<file path="config.mk">
export PLATFORM = sky130hd
export DESIGN_NAME = snn_segment_serializer
export DESIGN_NICKNAME = d
export VERILOG_FILES = /design/src/rtl/snn_segment_serializer.sv
export SDC_FILE = /design/constraint.sdc
export NUM_CORES = 1
export LEC_CHECK = 0
export ABC_AREA = 1
export BUFFER_PORTS_ARGS = -buffer_cell sky130_fd_sc_hd__clkbuf_2
export CORE_MARGIN = 5
export CORE_UTILIZATION = 53
export DETAILED_ROUTE_END_ITERATION = 12
export HOLD_SLACK_MARGIN = 0.08
export PLACE_DENSITY = 0.85
export SYNTH_ARGS = -nofsm -noshare
export SYNTH_HDL_FRONTEND = slang
export SYNTH_SLANG_ARGS = --single-unit
</file>
<file path="constraint.sdc">
create_clock -name iCLK -period 1.57 [get_ports iCLK]
set_input_delay 0.157 -clock iCLK [delete_from_list [all_inputs] [get_ports iCLK]]
set_output_delay 0.157 -clock iCLK [all_outputs]
set_load 0.01 [all_outputs]
</file>
<file path="src/rtl/snn_segment_serializer.sv">
// rtl/snn_segment_serializer.sv - UART-like serializer for the 7-bit SNN segment vector.
// Define SNN_SER_PARITY_EN to insert an even-parity bit between d6 and STOP.
module snn_segment_serializer #(
  parameter int pBIT_CYCLES = 120
) (
  input  logic       iCLK,
  input  logic       iRESETn,
  input  logic [6:0] iSEGMENTS,
  input  logic       iSET,
  output logic       oSERIAL,
  output logic       oBUSY,
  output logic       oACCEPT,
  output logic       oDROP,
  output logic       oDONE
);

  localparam int cCW = $clog2(pBIT_CYCLES);
  localparam logic [cCW-1:0] cLAST = cCW'(pBIT_CYCLES - 1);

  typedef enum logic [2:0] {
    sIDLE   = 3'd0,
    sSTART  = 3'd1,
    sDATA   = 3'd2,
`ifdef SNN_SER_PARITY_EN
    sPARITY = 3'd3,
`endif
    sSTOP   = 3'd4
  } tState;

  tState          state, stateNext;
  logic [cCW-1:0] bitCnt, bitCntNext;
  logic [2:0]     dataIdx, dataIdxNext;
  logic [6:0]     shiftReg, shiftNext;
  logic [6:0]     pendReg, pendNext;
  logic           pendValid, pendValidNext;
  logic           takeNow, dropNow, doneNow;
  logic           serialNext, busyNext;
  logic           terminal, drainEdge;

  assign terminal  = (bitCnt == cLAST);
  assign drainEdge = terminal && (state == sSTOP);

  always_ff @(posedge iCLK or negedge iRESETn) begin
    if (!iRESETn) begin
      state     <= sIDLE;
      bitCnt    <= '0;
      dataIdx   <= '0;
      shiftReg  <= '0;
      pendReg   <= '0;
      pendValid <= 1'b0;
      oSERIAL   <= 1'b1;
      oBUSY     <= 1'b0;
      oACCEPT   <= 1'b0;
      oDROP     <= 1'b0;
      oDONE     <= 1'b0;
    end else begin
      state     <= stateNext;
      bitCnt    <= bitCntNext;
      dataIdx   <= dataIdxNext;
      shiftReg  <= shiftNext;
      pendReg   <= pendNext;
      pendValid <= pendValidNext;
      oSERIAL   <= serialNext;
      oBUSY     <= busyNext;
      oACCEPT   <= takeNow;
      oDROP     <= dropNow;
      oDONE     <= doneNow;
    end
  end

  always_comb begin
    stateNext     = state;
    bitCntNext    = bitCnt;
    dataIdxNext   = dataIdx;
    shiftNext     = shiftReg;
    pendNext      = pendReg;
    pendValidNext = pendValid;
    takeNow       = 1'b0;
    dropNow       = 1'b0;
    doneNow       = 1'b0;
    if (state == sIDLE) begin
      bitCntNext  = '0;
      dataIdxNext = '0;
      if (iSET) begin
        shiftNext = iSEGMENTS;
        stateNext = sSTART;
        takeNow   = 1'b1;
      end
    end else begin
      bitCntNext = terminal ? '0 : bitCnt + 1'b1;
      if (terminal) begin
        case (state)
          sSTART: begin
            stateNext   = sDATA;
            dataIdxNext = '0;
          end
          sDATA: begin
            if (dataIdx == 3'd6) begin
              dataIdxNext = '0;
`ifdef SNN_SER_PARITY_EN
              stateNext   = sPARITY;
`else
              stateNext   = sSTOP;
`endif
            end else begin
              dataIdxNext = dataIdx + 3'd1;
            end
          end
`ifdef SNN_SER_PARITY_EN
          sPARITY: stateNext = sSTOP;
`endif
          sSTOP: begin
            doneNow = 1'b1;
            // Pending drains into the shift register with no idle gap; a
            // coincident iSET refills the slot on the same edge.
            if (pendValid) begin
              shiftNext = pendReg;
              stateNext = sSTART;
              if (iSET) begin
                pendNext = iSEGMENTS;
                takeNow  = 1'b1;
              end else begin
                pendValidNext = 1'b0;
              end
            end else if (iSET) begin
              shiftNext = iSEGMENTS;
              stateNext = sSTART;
              takeNow   = 1'b1;
            end else begin
              stateNext = sIDLE;
            end
          end
          default: stateNext = sIDLE;
        endcase
      end
      if (iSET && !drainEdge) begin
        if (!pendValid) begin
          pendNext      = iSEGMENTS;
          pendValidNext = 1'b1;
          takeNow       = 1'b1;
        end else begin
          dropNow = 1'b1;
        end
      end
    end
  end

  // Outputs are registered from the next state so the line moves on the capturing edge.
  always_comb begin
    serialNext = 1'b1;
    case (stateNext)
      sSTART:  serialNext = 1'b0;
      sDATA:   serialNext = shiftNext[dataIdxNext];
`ifdef SNN_SER_PARITY_EN
      sPARITY: serialNext = ^shiftNext;
`endif
      default: serialNext = 1'b1;
    endcase
    busyNext = (stateNext != sIDLE) || pendValidNext;
  end

endmodule

</file>
==> results.py, run 1 <==
metrics = {
    "status": {
        "status": "finished, violations left",
        "violations": "negative setup slack",
    },
    "yosys": {
        "synth_cells": 235,
        "synth_warnings": 0,
        "synth_area_per_cell_um2": 8.07,
        "synth_cell_type_count": 34,
        "ys_seq_elements": 33,
        "synthFlopType": "dfrtp_1",
        "synth_nets": 246,
        "yosysSeqAreaShare_pct": 43.6,
        "synth-edff-count": 0,
        "async_flop_share_pct": 100,
        "syn_area_mm2": 0.00190,
    },
    "sta": {
        "rsz0062_at_grt": "true",
        "skew_ps": 5.41,
        "setup_violations": 12,
        "final_hold_viol_count": 0,
        "slew_headroom_pct": 72.5,
        "period_needed_ps": 1830,
        "fmax_mhz": 546,
        "slew_violations": 0,
        "fin_crit_sh_pct": 117,
        "layout_setup_ws_ps": -261,
        "tightest_slew_ps": 409,
    },
    "grt": {
        "grt-ovfl-total": 0,
        "grt_max_degree": 34,
        "grt_pass1_vias": 1778,
        "track_usage_pct": 19.9,
        "antenna_found_initial": 0,
        "grt_pass1_wl_um": 7650,
    },
    "drt": {
        "drtIter0Drc": 75,
        "drt-total-wl_um": 4840,
        "antenna_left": 0,
        "detail_route.wl_per_cell_um": 13.8,
        "first_pass_iters": 4,
        "vias": 1833,
        "post-route-drc-count": 0,
        "via_per_inst": 5.24,
    },
    "finish": {
        "multi_input_area_mm2": 0.00101,
        "nNetsFinal": 314,
        "n_fill_cell": 231,
        "diodes": 0,
        "seq_area_um2": 827,
        "drive_above_1_share_pct": 35.5,
        "syn2layout_area_growth_pct": 34.7,
        "layout.cells.non_filler": 350,
    },
    "clock_network": {
        "numCtsBuffers": 5,
        "cts.clk_slew.worst_paths_ps": 100,
        "root_buffer": "clkbuf_4",
        "cts_tree": "yes",
        "htreeDepth": 2,
        "clkLatencyLatePin_ps": 340,
        "cts_buffer_depth": 2,
        "numClockSinks": 33,
    },
    "worst_setup_path": {
        "required_ps": 1810,
        "startpoint_type": "flip-flop",
        "path_max_fanout": 7,
        "startpoint": "bitCnt[1]$_DFF_PN0_",
        "timing.rr.start": "bitCnt[1]$_DFF_PN0_",
        "arrival_ps": 2070,
        "criticalPathCategory": "reg2reg",
        "r2r_cells": 6,
        "cp-end-kind": "flip-flop",
    },
    "floorplan": {
        "die-area_mm2": 0.00487,
        "die_x_um": 69.8,
        "core_area_mm2": 0.00339,
        "start_util_pct": 55.9,
        "num_rows": 21,
        "die_y_um": 69.8,
        "ios": 15,
    },
    "hold_path": {
        "hp-start": "iSET",
        "hold_class": "in2reg",
        "whs_path_depth": 3,
    },
    "placement": {
        "hpwl_um": 3150,
        "dp_worst_setup_slack_ps": -220,
        "io_buffers": 14,
        "dp_cells": 324,
        "gp_congestion": 0.849,
    },
    "power": {
        "p_per_area_mw_per_mm2": 1060,
        "irDropWorstVdd_mv": 1.06,
        "p_leak_nw": 1.40,
    },
    "flow_run": {
        "max-cap-violations": 0,
    },
}
-- flip-flops by register name, indices dropped and copies added (netlist names) --
signal,count
bitCnt,7
dataIdx,3
oACCEPT,1
oBUSY,1
oDONE,1
oDROP,1
oSERIAL,1
pendReg,7
pendValid,1
shiftReg,7
state,3
-- cell families after synthesis --
kind of cell / Yosys count / share of synthesized area, %
buffers and inverters: 34 / 7.39
muxes: 7 / 5.54
DFF: 33 / 43.6
and+or+nand+nor: 136 / 34.9
xor gates and xnor gates: 2 / 0.924
adders and majority gates: 1 / 0.660
AOI/OAI and AO/OA: 22 / 7.00
-- through the flow --
stage                     hold slack [ps]  power, W  TNS (ps)  util [%]  cell area (um^2)
after floorplan                      -139   0.00180      -628         -              1910
after CTS                             232   0.00264     -1650      71.8              2430
after global routing                  254   0.00291     -2910      75.3              2550
after global placement                202   0.00209     -1030      66.7              2260
after detailed placement              209   0.00214     -1730      66.7              2260
final                                 250   0.00272     -2220      75.3              2550
-- critical path: stages (launching register included) --
cell	delay (ps)
dfrtp_1	400
ha_4	190
nand3_4	80
nor2_4	200
nand2_2	140
o21ai_4	370
mux2_4	340
-- synthesized netlist by cell type, types with 2 or more instances --
library cell,number,share of area (%)
nor2_1,18,3.6
nand3_1,30,7.9
nor2_4,3,1.8
a21oi_1,7,1.8
dfrtp_1,32,42
nand4_1,2,0.66
nand2_2,7,2.3
mux2_4,7,5.5
o21ai_0,10,2.6
nand2_4,2,1.2
nand2_1,64,13
inv_1,28,5.5
clkbuf_1,2,0.40
nor2_2,2,0.66
nor3_1,2,0.53
-- cell type report --
type	count	area share (%)
timing repair buffer	66	19.4
sequential	33	32.4
tap	46	2.25
clock inverter	2	0.392
clock buffer	6	1.62
multi-input combinational	168	39.7
inverter	29	4.26
-- power breakdown --
part | total, W | switching [W] | leakage [nW] | internal, W
clock | 0.000464 | 0.000294 | 0.0320 | 0.000170
sequential | 0.00123 | 0.000155 | 0.411 | 0.00108
combinational | 0.00102 | 0.000485 | 0.957 | 0.000535
-- path summary, 6_finish.rpt --
path                                          end  slack, ps
setup / recovery           pendReg[5]$_DFFE_PN0N_       -260
hold / removal                  oACCEPT$_DFF_PN0_        250
setup reg to reg           pendReg[5]$_DFFE_PN0N_       -260
hold reg to reg            pendReg[0]$_DFFE_PN0N_        520
max in group asynchronous       oSERIAL$_DFF_PN1_        860
min in group asynchronous   shiftReg[3]$_DFF_PN0_        370
-- metal layers --
layer / GRT usage (%) / share of wire, % / vias up
li1: - / - / 893
met1: 21.3 / 39 / 884
met2: 36.5 / 54 / 45
met3: 5.80 / 4.5 / 11
met4: 7.45 / 2.3 / 0
met5: 0 / 0 / -
-- what timing repair did --
| item | 4_1_cts | 5_1_grt |
|---|---|---|
| buffers inserted | 4 | 6 |
| resized for setup | 2 | 21 |
| hold buffers | 8 | 0 |
| endpoints found under the hold margin | 39 | 0 |
| pin swaps | 0 | 7 |
| setup endpoints to repair | 12 | 16 |
| gates cloned | 0 | 1 |
-- cell usage in the layout, fill, tap and decap left out, types with 5 or more instances in the layout --
cell type / count
nand2_2: 11
buf_4: 40
inv_1: 27
clkbuf_4: 5
nand3_1: 26
clkbuf_2: 14
nand2_1: 58
nor2_1: 15
o21ai_0: 10
a21oi_1: 7
mux2_4: 7
dfrtp_1: 32
dlygate4sd3_1: 8
No activity file was read; power rests on OpenSTA's default activity.
==> run 2, diff against run 1 <==
--- a/config.mk
+++ b/config.mk
@@ -7,7 +7,7 @@
 export LEC_CHECK = 0
 export ABC_AREA = 1
 export BUFFER_PORTS_ARGS = -buffer_cell sky130_fd_sc_hd__clkbuf_2
-export CORE_MARGIN = 5
+export CORE_MARGIN = 8
 export CORE_UTILIZATION = 53
 export DETAILED_ROUTE_END_ITERATION = 12
 export HOLD_SLACK_MARGIN = 0.08
==> results.py, run 2 (same netlist as run 1, synthesis figures left out) <==
metrics = {
    "hold_path": {
        "holdPathEnd": "shiftReg[2]$_DFF_PN0_",
        "hp-start": "iSET",
        "hold_class": "in2reg",
        "whs_path_depth": 5,
    },
    "worst_setup_path": {
        "r2r_cells": 15,
        "cpMostUsedCell": "nand2_1",
        "cp_slowest_cell": "dfrtp_1",
        "startpoint_type": "flip-flop",
        "cp-end-kind": "flip-flop",
        "startpoint": "bitCnt[1]$_DFF_PN0_",
        "path_max_fanout": 5,
        "criticalPathCategory": "reg2reg",
        "critical_path.max_stage_delay_ps": 410,
        "arrival_ps": 2220,
        "reg2reg_setup_slack_ps": -360,
        "worstPathCellList": "ha_4 > nand3_4 > nor2_4 > buf_6 > nand2_2 > nand2_1 > nand2_2 > inv_2 > nor2_1 > nand2_1 > nand2_1 > nor2_1 > nand2_1 > nand3_1 > nand2_1",
        "reg2reg_to": "oSERIAL$_DFF_PN1_",
        "required_ps": 1850,
        "timing.rr.start": "bitCnt[1]$_DFF_PN0_",
    },
    "sta": {
        "tightest_slew_ps": 450,
        "rsz0062_at_grt": "true",
        "slew_headroom_pct": 69.7,
        "fin_crit_sh_pct": 123,
        "final_hold_viol_count": 0,
        "period_needed_ps": 1930,
        "skew_ps": 7.87,
        "layout_setup_ws_ps": -361,
        "hold_ws_ps": 301,
        "setup_violations": 14,
        "fmax_mhz": 518,
        "slew_violations": 0,
    },
    "power": {
        "p_leak_nw": 1.45,
        "finalPower_w": 0.00280,
        "p_per_area_mw_per_mm2": 1060,
        "irDropWorstVdd_mv": 0.872,
    },
    "flow_run": {
        "max-cap-violations": 0,
    },
    "clock_network": {
        "cts.clk_slew.worst_paths_ps": 110,
        "cts_tree": "yes",
        "cts_buffer_depth": 2,
        "clkLatencyLatePin_ps": 350,
        "htreeDepth": 2,
        "numCtsBuffers": 5,
        "numClockSinks": 33,
        "root_buffer": "clkbuf_4",
    },
    "drt": {
        "first_pass_iters": 6,
        "detail_route.wl_per_cell_um": 16.1,
        "post-route-drc-count": 0,
        "drt-total-wl_um": 5730,
        "antenna_left": 0,
        "drtIter0Drc": 178,
        "vias": 1960,
        "via_per_inst": 5.52,
    },
    "floorplan": {
        "die_x_um": 75.8,
        "die-area_mm2": 0.00575,
        "ios": 15,
        "start_util_pct": 55.9,
        "die_y_um": 75.8,
        "core_area_mm2": 0.00339,
        "num_rows": 21,
    },
    "finish": {
        "diodes": 0,
        "final_cell_mix": "60 x nand2_1, 42 x buf_4, 32 x dfrtp_1",
        "layout_commonest_cell": "nand2_1",
        "reg.largest.list": "bitCnt (7), pendReg (7), shiftReg (7)",
        "nNetsFinal": 319,
        "drive_above_1_share_pct": 37.9,
        "n_fill_cell": 221,
        "syn2layout_area_growth_pct": 38.8,
    },
    "placement": {
        "gp_congestion": 0.882,
        "hpwl_um": 3260,
        "io_buffers": 14,
    },
    "grt": {
        "antenna_found_initial": 0,
        "grt_pass1_vias": 1830,
        "grt-ovfl-total": 0,
        "grt_max_degree": 34,
        "grt_pass1_wl_um": 8340,
        "track_usage_pct": 19.4,
    },
    "status": {
        "violations": "negative setup slack",
        "status": "finished, violations left",
    },
}
[run 2: layout make-up]
| cell class | instances | area [um^2] | share of cell area (%) |
|---|---|---|---|
| Timing Repair Buffer | 71 | 548 | 20.8 |
| Inverter | 29 | 109 | 4.14 |
| Sequential cell | 33 | 827 | 31.4 |
| Tap cell | 46 | 57.6 | 2.19 |
| Clock buffer | 5 | 37.5 | 1.43 |
| Clock inverter | 3 | 17.5 | 0.666 |
| Multi-Input combinational cell | 168 | 1030 | 39.3 |
[run 2: per-layer routing]
layer  GRT usage [%]  wire, um
met1            21.8      2080
met2            32.5      2900
met3            4.87       462
met4            10.9       284
met5               0         0
[run 2: worst max path at each step]
| stage | depth (start not counted) | to | slack, ps |
|---|---|---|---|
| finish | 15 | oSERIAL$_DFF_PN1_ | -360 |
| global route | 15 | oSERIAL$_DFF_PN1_ | -420 |
| CTS | 9 | pendReg[6]$_DFFE_PN0N_ | -180 |
| detailed placement | 9 | oSERIAL$_DFF_PN1_ | -190 |
| global placement | 6 | pendReg[0]$_DFFE_PN0N_ | -150 |
| floorplan | 9 | pendReg[0]$_DFFE_PN0N_ | -90 |
[run 2: per-stage QoR]
stage | worst slack, ps | area [um^2] | cells | utilization (%) | TNS (ps)
2_1_floorplan | -87.9 | 1910 | 235 | - | -628
3_3_place_gp | -150 | 2280 | 326 | 67.2 | -1150
5_1_grt | -423 | 2630 | 355 | 77.6 | -3590
6_report | -361 | 2630 | 355 | 77.6 | -2380
3_5_place_dp | -194 | 2280 | 326 | 67.2 | -1520
4_1_cts | -177 | 2470 | 346 | 72.8 | -1380
[run 2: worst max-delay path, delay by kind of cell, from the launching register on]
| family | cells | cell delay [ps] |
|---|---|---|
| adder cells (fa/ha/maj) | 1 | 200 |
| flip-flops | 1 | 410 |
| AND/OR/NAND/NOR | 12 | 1040 |
| buffers and inverters | 2 | 220 |
[run 2: power breakdown]
| group | leakage [nW] | total, W | internal (W) | switching, W |
|---|---|---|---|---|
| Clock | 0.0310 | 0.000483 | 0.000169 | 0.000314 |
| Sequential | 0.411 | 0.00125 | 0.00108 | 0.000172 |
| Combinational | 1.00 | 0.00106 | 0.000544 | 0.000519 |
| Total | 1.45 | 0.00280 | 0.00179 | 0.00101 |
[run 2: timing repair]
| item | in CTS | in global routing |
|---|---|---|
| pin swaps | 4 | 5 |
| buffers inserted | 3 | 9 |
| endpoints found under the hold margin | 39 | 0 |
| hold buffers | 8 | 0 |
| resized for setup | 7 | 25 |
| endpoints found under the setup margin | 12 | 21 |
| cloned | 1 | 0 |
